File: config.mk
export PLATFORM = sky130hd
export DESIGN_NAME = ahb_lite_sram_slave
export DESIGN_NICKNAME = d
export VERILOG_FILES = /design/src/rtl/ahb_lite_pkg.sv /design/src/rtl/ahb_lite_sram_slave.sv
export SDC_FILE = /design/constraint.sdc
export NUM_CORES = 1
export LEC_CHECK = 0
export ABC_CLOCK_PERIOD_IN_PS = 2000
export BUFFER_PORTS_ARGS = -buffer_cell sky130_fd_sc_hd__buf_2
export CAP_MARGIN = 20
export CORE_UTILIZATION = 50
export DETAILED_ROUTE_END_ITERATION = 6
export GPL_TIMING_DRIVEN = 0
export PLACE_DENSITY = 0.7
export SYNTH_ARGS = -nofsm -noshare
export SYNTH_HDL_FRONTEND = slang
export SYNTH_SLANG_ARGS = --single-unit
File: constraint.sdc
create_clock -name hclk -period 2 [get_ports hclk]
set_input_delay 0.1 -clock hclk [delete_from_list [all_inputs] [get_ports hclk]]
set_output_delay 0.1 -clock hclk [all_outputs]
set_load 0.01 [all_outputs]
File: src/rtl/ahb_lite_pkg.sv
// Shared AHB-Lite encodings and lane-mask helper used by both bus masters and responders.
// Pure definitions: no state, no latency, no flow control of its own.
package ahb_lite;

  localparam logic [1:0] AHB_IDLE   = 2'b00;
  localparam logic [1:0] AHB_BUSY   = 2'b01;
  localparam logic [1:0] AHB_NONSEQ = 2'b10;
  localparam logic [1:0] AHB_SEQ    = 2'b11;

  localparam logic AHB_OKAY  = 1'b0;
  localparam logic AHB_ERROR = 1'b1;

  localparam logic [2:0] AHB_BYTE = 3'b000;
  localparam logic [2:0] AHB_HALF = 3'b001;
  localparam logic [2:0] AHB_WORD = 3'b010;

  // Byte-lane enables of a 32-bit bus for a transfer of the given size at addr[1:0].
  function automatic logic [3:0] ahb_lane_mask(input logic [2:0] size, input logic [1:0] addr);
    logic [3:0] mask;
    mask = 4'b0000;
    case (size)
      AHB_BYTE: mask = 4'b0001 << addr;
      AHB_HALF: mask = addr[1] ? 4'b1100 : 4'b0011;
      AHB_WORD: mask = 4'b1111;
      default:  mask = 4'b0000;
    endcase
    return mask;
  endfunction

endpackage

File: src/rtl/ahb_lite_sram_slave.sv
// AHB-Lite responder over a register-array memory; OKAY data phase takes WAIT_STATES+1 cycles, ERROR takes 2.
// Stalls the master by dropping s_hreadyout_o; back-to-back address phases chain without a bubble.
module ahb_lite_sram_slave
  import ahb_lite::*;
#(
  parameter int AHB_ADDR_SIZE = 32,
  parameter int AHB_DATA_SIZE = 32,
  parameter int MEM_WORDS     = 16,
  parameter int WAIT_STATES   = 0
) (
  input  logic                     hclk,
  input  logic                     hreset,
  input  logic                     s_hsel_i,
  input  logic [AHB_ADDR_SIZE-1:0] s_haddr_i,
  input  logic [AHB_DATA_SIZE-1:0] s_hwdata_i,
  output logic [AHB_DATA_SIZE-1:0] s_hrdata_o,
  input  logic                     s_hwrite_i,
  input  logic [2:0]               s_hsize_i,
  input  logic [2:0]               s_hburst_i,
  input  logic [3:0]               s_hprot_i,
  input  logic [1:0]               s_htrans_i,
  input  logic                     s_hmastlock_i,
  input  logic                     s_hready_i,
  output logic                     s_hreadyout_o,
  output logic                     s_hresp_o
);

  localparam int IDX_W = $clog2(MEM_WORDS);
  localparam int LO_W  = IDX_W + 2;
  localparam logic [2:0] WS_LAST = 3'(WAIT_STATES - 1);

  typedef enum logic [2:0] {
    ST_IDLE,
    ST_DATA,
    ST_OKAY_LAST,
    ST_ERR1,
    ST_ERR2
  } state_t;

  state_t state_q, state_d;
  logic [2:0] cnt_q, cnt_d;
  logic [LO_W-1:0] addr_q;
  logic [2:0] size_q;
  logic write_q;
  logic launch;
  logic accept;
  logic legal;
  logic aligned;
  logic [3:0] mask;
  logic [IDX_W-1:0] idx;
  logic [AHB_DATA_SIZE-1:0] mem [MEM_WORDS];

  logic unused_ok;
  assign unused_ok = ^{s_hburst_i, s_hprot_i, s_hmastlock_i, s_htrans_i[0]};

  assign accept = s_hsel_i & s_htrans_i[1] & s_hready_i;

  always_comb begin
    aligned = 1'b1;
    case (s_hsize_i)
      AHB_HALF: aligned = ~s_haddr_i[0];
      AHB_WORD: aligned = (s_haddr_i[1:0] == 2'b00);
      default:  aligned = 1'b1;
    endcase
  end

  assign legal = (s_hsize_i <= AHB_WORD) & aligned &
                 (s_haddr_i < AHB_ADDR_SIZE'(4 * MEM_WORDS));

  // IDLE, OKAY_LAST and ERR2 all present hreadyout high, so each can take a new address phase.
  always_comb begin
    state_d = state_q;
    cnt_d   = cnt_q;
    launch  = 1'b0;
    case (state_q)
      ST_IDLE, ST_OKAY_LAST, ST_ERR2: begin
        state_d = ST_IDLE;
        cnt_d   = 3'd0;
        if (accept) begin
          launch = 1'b1;
          if (!legal)
            state_d = ST_ERR1;
          else if (WAIT_STATES == 0)
            state_d = ST_OKAY_LAST;
          else
            state_d = ST_DATA;
        end
      end
      ST_DATA: begin
        if (cnt_q == WS_LAST) begin
          state_d = ST_OKAY_LAST;
          cnt_d   = 3'd0;
        end else begin
          cnt_d = cnt_q + 3'd1;
        end
      end
      ST_ERR1: state_d = ST_ERR2;
      default: state_d = ST_IDLE;
    endcase
  end

  always_ff @(posedge hclk or posedge hreset) begin
    if (hreset) begin
      state_q <= ST_IDLE;
      cnt_q   <= 3'd0;
      addr_q  <= '0;
      size_q  <= AHB_BYTE;
      write_q <= 1'b0;
    end else begin
      state_q <= state_d;
      cnt_q   <= cnt_d;
      if (launch) begin
        addr_q  <= s_haddr_i[LO_W-1:0];
        size_q  <= s_hsize_i;
        write_q <= s_hwrite_i;
      end
    end
  end

  assign mask = ahb_lane_mask(size_q, addr_q[1:0]);
  assign idx  = addr_q[LO_W-1:2];

  // Reset forces state_q out of OKAY_LAST asynchronously, so a pending write never reaches this edge.
  always_ff @(posedge hclk) begin
    if (state_q == ST_OKAY_LAST && write_q) begin
      for (int b = 0; b < 4; b++) begin
        if (mask[b])
          mem[idx][8*b +: 8] <= s_hwdata_i[8*b +: 8];
      end
    end
  end

  assign s_hreadyout_o = (state_q != ST_DATA) && (state_q != ST_ERR1);
  assign s_hresp_o     = ((state_q == ST_ERR1) || (state_q == ST_ERR2)) ? AHB_ERROR : AHB_OKAY;
  assign s_hrdata_o    = (state_q == ST_OKAY_LAST) ? mem[idx] : '0;

endmodule

; Word level (Yosys, flattened, before mapping)
; Memories as Yosys holds them, arrays and structs flattened.
; Index checks and enable logic that the tools add are counted.
[word_totals]
regBits = 16
ram_bits = 512
in_bits = 82
output_inout_bits = 34
wordCells = 60
mem_count = 1
[classes]
addsub = 1
order_cmp = 2
n_eq_ne = 12
shifts = 1
muxes = 25
n_bitwise = 5
n_reduce_logical = 8
[mem_list]
columns = memory, words, word_bits, rd, rd_clocked_by_memory_dff, wr, line_no
row1 = mem, 16, 32, 1, 0, 1, ahb_lite_sram_slave.sv:51  ; logic [AHB_DATA_SIZE-1:0] mem [MEM_WORDS];
[ops]
columns = op, count
row1 = $lt 32x7->1 const B, 1
row2 = $mux 32, 1
row3 = $mux 1, 16
row4 = $eq 3x2->1 const B, 4
row5 = $pmux 4 s3, 1
row6 = $eq 3x1->1 const B, 3
row7 = $pmux 3 s3, 1
row8 = $eq 3x3->1 const B, 2
row9 = $logic_not 3->1, 2
row10 = $mux 3, 2
row11 = $pmux 3 s2, 1
row12 = $and 1x1->1, 4
row13 = $mux 4, 1
row14 = $shl 1x2->4 const A, 1
row15 = $add 3x1->3 const B, 1
row16 = $le 3x2->1 const B, 1
row17 = $ne 3x1->1 const B, 1
row18 = $ne 3x2->1 const B, 1
row19 = $reduce_or 3->1, 1
row20 = $logic_and 1x1->1, 2
row21 = $logic_not 2->1, 1
row22 = $mux 2, 1
row23 = $ne 2x2->1 const B, 1
row24 = $pmux 1 s2, 1
row25 = 3 further kinds, 3

; Longest topological paths before layout
[logic_depth]
depth_word = 7
depth_mapped = 6
ltp_nobuf = 4

; Worst setup path after synthesis
; Ideal clock, no wire load.
[synth_timing]
path_kind = register to register
startpoint = register state_q[2]
endpoint = memory mem[10][16], enable pin
setup_time_ps = 370
arrival_time_ps = 1746
required_time_ps = 1630
path_slack_ps = -116
path_stages_with_launch = 6
n_path_buf = 1
period_less_slack_ps = 2116
cell_sequence = dfrtp_1 nand2b_4 a2111oi_4 o21ai_1 buf_6 nor2_1
[synth_between]
elab_chain_len = 4
[synth_rtl]
columns = item, line_no
row1 = "start, declared", ahb_lite_sram_slave.sv:40  ; state_t state_q, state_d;
row2 = "start signal, assigned", ahb_lite_sram_slave.sv:110  ; state_q <= state_d;
row3 = $eq 3x2->1, ahb_lite_sram_slave.sv:125  ; if (state_q == ST_OKAY_LAST && write_q) begin
row4 = $logic_and 1x1->1, ahb_lite_sram_slave.sv:125
row5 = $mux 1, ahb_lite_sram_slave.sv:125
row6 = $mux 1 (implied by the code), ahb_lite_sram_slave.sv:128  ; mem[idx][8*b +: 8] <= s_hwdata_i[8*b +: 8];
row7 = "end, declared", ahb_lite_sram_slave.sv:51
; No other way between the ends.

; Worst setup path after layout
[layout_timing]
startpoint = register addr_q[2]
endpoint = output s_hrdata_o[0]
[layout_between]
elab_chain_len = 2
[layout_rtl]
columns = item, line_no
row1 = "start, declared", ahb_lite_sram_slave.sv:42  ; logic [LO_W-1:0] addr_q;
row2 = "start signal, assigned", ahb_lite_sram_slave.sv:113  ; addr_q <= s_haddr_i[LO_W-1:0];
row3 = $mem_v2 16x32, n/a
row4 = $mux 32, ahb_lite_sram_slave.sv:135  ; assign s_hrdata_o = (state_q == ST_OKAY_LAST) ? mem[idx] : '0;
row5 = "end, declared", ahb_lite_sram_slave.sv:16  ; output logic [AHB_DATA_SIZE-1:0] s_hrdata_o,
; No other way between the ends.

==> impl_metrics.csv <==
group,metric,value,unit
grt,grt_max_degree,17,
floorplanning,total_core_area,39910,µm²
final_layout,final_common_cell,"sky130_fd_sc_hd__edfxtp_1",
timing,max-slew-margin-rel,56.20,%
critical_path,timing.setup.critical_path_class,"reg -> out",
timing,fin_crit_sh,128.9,%
final_layout,multi_input_area,5189,µm²
clocking,cts_buffers,52,
timing,maxSlewViolCount,0,
detailed_routing,remaining_drc_errors,0,
place,placed_cells_incl_taps,1587,
clocking,cts_num_sinks,528,
power,p_per_area,1135,nW/µm²
final_layout,register_area,15780,µm²
floorplanning,die_h,203.7,µm
final_layout,fraction_of_final_layout_cells_with_drive_strength_greater_than_1,48.43,%
place,place_worst_setup_slack,-1.126,ns
critical_path,worst_setup_path_start_kind,"register",
critical_path,worstReg2RegStart,"state_q[2]",
final_layout,postLayoutCellArea,26890,µm²
synth,post_synth_inst_count,951,
synth,synth_cell_types,38,
grt,vias_in_the_first_global_route,11549,
min_path,hold_depth,4,
clocking,clockBufferDepth,3,
timing,tightest_slew,0.6563,ns
critical_path,worst_r2r_dst,"mem[9][30]",
final_layout,most-common-layout-cells,"512 x sky130_fd_sc_hd__edfxtp_1, 128 x sky130_fd_sc_hd__mux4_2, 104 x sky130_fd_sc_hd__buf_2",
min_path,hold_path_class,"in -> reg",
detailed_routing,dr_total_vias,11462,
detailed_routing,detail_route.first_pass.iterations,5,
critical_path,worst-r2r-setup-slack,-0.55,ns
detailed_routing,drt-wirelength-per-cell,29.16,µm
synth,synth-seq-area-share,77.58,%
grt,grtUsageTotal,25.57,%
place,placedInstanceArea,21570,µm²
critical_path,crit_path_max_fanout,6,
place,port_buffers,106,
timing,max_freq,388.0,MHz
critical_path,critical_path_arrival,2.48,ns
timing,hold_viol_final,0,
power,vdd_ir_drop_max,647.1,µV
final_layout,final_net_count,1383,
floorplanning,num_rows,73,
synth,synth_area_per_cell,21.38,µm²
final_layout,synthToLayoutAreaGrowth,32.26,%
detailed_routing,detail-route-antenna-nets,0,
clocking,cts_tree,"built",
min_path,min_from,"s_htrans_i[1]",
power,post-layout-total-power,30530,µW
grt,grt_overflow,0,
floorplanning,design.die.area,41480,µm²
final_layout,utilization,67.38,%
timing,timing.final.crit_period,2.577,ns
run,drv_cap,0,
clocking,clock_latency,0.59,ns
detailed_routing,vias_per_cell,6.149,
clocking,clkSlewWorstSetupHoldPaths,0.06,ns
status,failed_checks,"negative setup slack",
final_layout,post_layout_nonfiller_instances,1864,
synth,synth_top_area_share,75.61,%
detailed_routing,wire_length_reported_by_the_detailed_router,54360,µm
final_layout,num-fill-cells,2347,
place,dpl.hpwl,28630,µm
synth,ys_warn_count,0,
status,run_status,"complete, but fails checks",
floorplanning,starting_density,50.95,%
critical_path,timing.critical_path.to_type,"output port",
grt,global_route_wire_length_before_repair,75690,µm
detailed_routing,detailedRoute.firstIterationViolations,1121,
synth,synth.ff_latch_count,528,
synth,synth_nets,1035,
min_path,timing.hold.worst_endpoint,"write_q",
synth,synthDominantAreaCellType,"sky130_fd_sc_hd__edfxtp_1",
critical_path,critical_path_required,1.90,ns
timing,timing.final.setup_violations,544,
power,leakage,0.008881,µW
critical_path,worst-r2r-cell-count,12,
floorplanning,fp.dieW,203.7,µm
floorplanning,num_io_pins,116,
timing,postLayoutSetupSlackWorst,-0.5770,ns
timing,clock_skew_after_layout,0.01874,ns
synth,post_synthesis_instance_area,20330,µm²
clocking,clk_root_buffer_cell,"sky130_fd_sc_hd__clkbuf_16",
timing,rsz_0062_raised_after_global_routing,"true",
place,place.gp.congestion,0.7672,
clocking,clock_tree.htree_level_count,2,
grt,number_of_antenna_violations_at_the_first_check_in_global_routing,1,
synth,synth_area_leaders,"sky130_fd_sc_hd__edfxtp_1 76%, sky130_fd_sc_hd__mux4_2 14%, sky130_fd_sc_hd__a22oi_1 2.4%",
## synthesized netlist by cell type (all sizes together)
| library cell | n |
|---|---|
| nor4b | 2 |
| nor2b | 5 |
| and2 | 1 |
| mux2 | 8 |
| edfxtp | 512 |
| o22a | 1 |
| nand2 | 44 |
| a22o | 2 |
| nor3 | 2 |
| nor3b | 1 |
| a22oi | 64 |
| a21oi | 3 |
| nor2 | 70 |
| nand2b | 2 |
| a2111oi | 1 |
| mux4 | 128 |
| maj3 | 1 |
| nand3 | 7 |
| nor4 | 8 |
| nand4 | 2 |
| ha | 2 |
| a21boi | 1 |
| clkbuf | 20 |
| nand4b | 1 |
| buf | 30 |
| dfrtp | 16 |
| o22ai | 1 |
| or2 | 1 |
| or3 | 1 |
| o21ai | 8 |
| inv | 5 |
| o21a | 1 |
## metal layers
layer	part of all wire, %	track usage [%]	up-vias
met5	0	0	-
met2	50	41.55	659
met3	7.4	3.739	167
met4	4.8	11.60	0
li1	-	-	4676
met1	38	34.56	5960
## power breakdown
part / switching [µW] / leakage, µW / total, µW / internal, µW
logic: 4620 / 0.00333 / 8880 / 4270
clock network: 4040 / 0.000754 / 9150 / 5110
registers: 181 / 0.00480 / 12500 / 12300
total: 8830 / 0.00888 / 30500 / 21700
## critical path, stage by stage, from the launching register on
cell                      delay (ns)
sky130_fd_sc_hd__dfrtp_2        0.41
sky130_fd_sc_hd__buf_12         0.16
sky130_fd_sc_hd__buf_12         0.16
sky130_fd_sc_hd__buf_12         0.15
sky130_fd_sc_hd__mux4_2         0.53
sky130_fd_sc_hd__a22oi_2        0.20
sky130_fd_sc_hd__nand2_1        0.12
sky130_fd_sc_hd__buf_2          0.15
## state kept, by name, summed over array words and instances, names as in the netlist
signal / flops
addr_q: 6
cnt_q: 3
size_q: 3
write_q: 1
mem: 512
state_q: 3
## final cells by class
| cell class | instances | share of cell area (%) |
|---|---|---|
| Clock inverter | 23 | 0.5908 |
| Inverter | 5 | 0.08374 |
| Clock buffer | 70 | 5.169 |
| Timing Repair Buffer | 295 | 11.54 |
| Antenna cell | 1 | 0.009305 |
| Tap cell | 525 | 2.442 |
| Buffer | 49 | 2.201 |
| Sequential cell | 528 | 58.67 |
| Multi-Input combinational cell | 368 | 19.29 |
## cells by family after synthesis
kind of cell,Yosys count,share of synthesized area [%]
buffers and inverters,55,1.360
AND/OR/NAND/NOR,147,3.267
flip-flops,528,77.58
multiplexers,136,14.62
AO/OA/AOI/OAI,82,3.003
adder cells (fa/ha/maj),3,0.1723
## worst max-delay path by stage
stage / startpoint / end / slack [ns] / cells past startpoint
finish: addr_q[2] / s_hrdata_o[0] / -0.58 / 7
floorplan: state_q[2] / mem[10][16] / -0.12 / 5
CTS: addr_q[2] / s_hrdata_o[0] / -0.61 / 7
detailed placement: addr_q[3] / mem[15][12] / -1.13 / 5
global placement: addr_q[3] / mem[7][9] / -1.11 / 5
global route: addr_q[2] / s_hrdata_o[8] / -0.65 / 7
## per-stage QoR
stage / setup TNS (ns) / hold slack (ns)
floorplan: -36.60 / 0.01374
global placement: -437.78 / 0.2181
detailed placement: -427.30 / 0.2256
CTS: -77.66 / 0.02643
global route: -237.04 / 0.09726
finish: -206.31 / 0.06801
## repair_timing
action                                  CTS  global route
hold buffers                             46             0
buffers inserted                        102            33
gates cloned                              6             3
endpoints found under the setup margin  545           550
gates resized for setup                 303            93
endpoints found under the hold margin   539             0
pin swaps                                72            27
No activity file was read; power rests on OpenSTA's default activity.
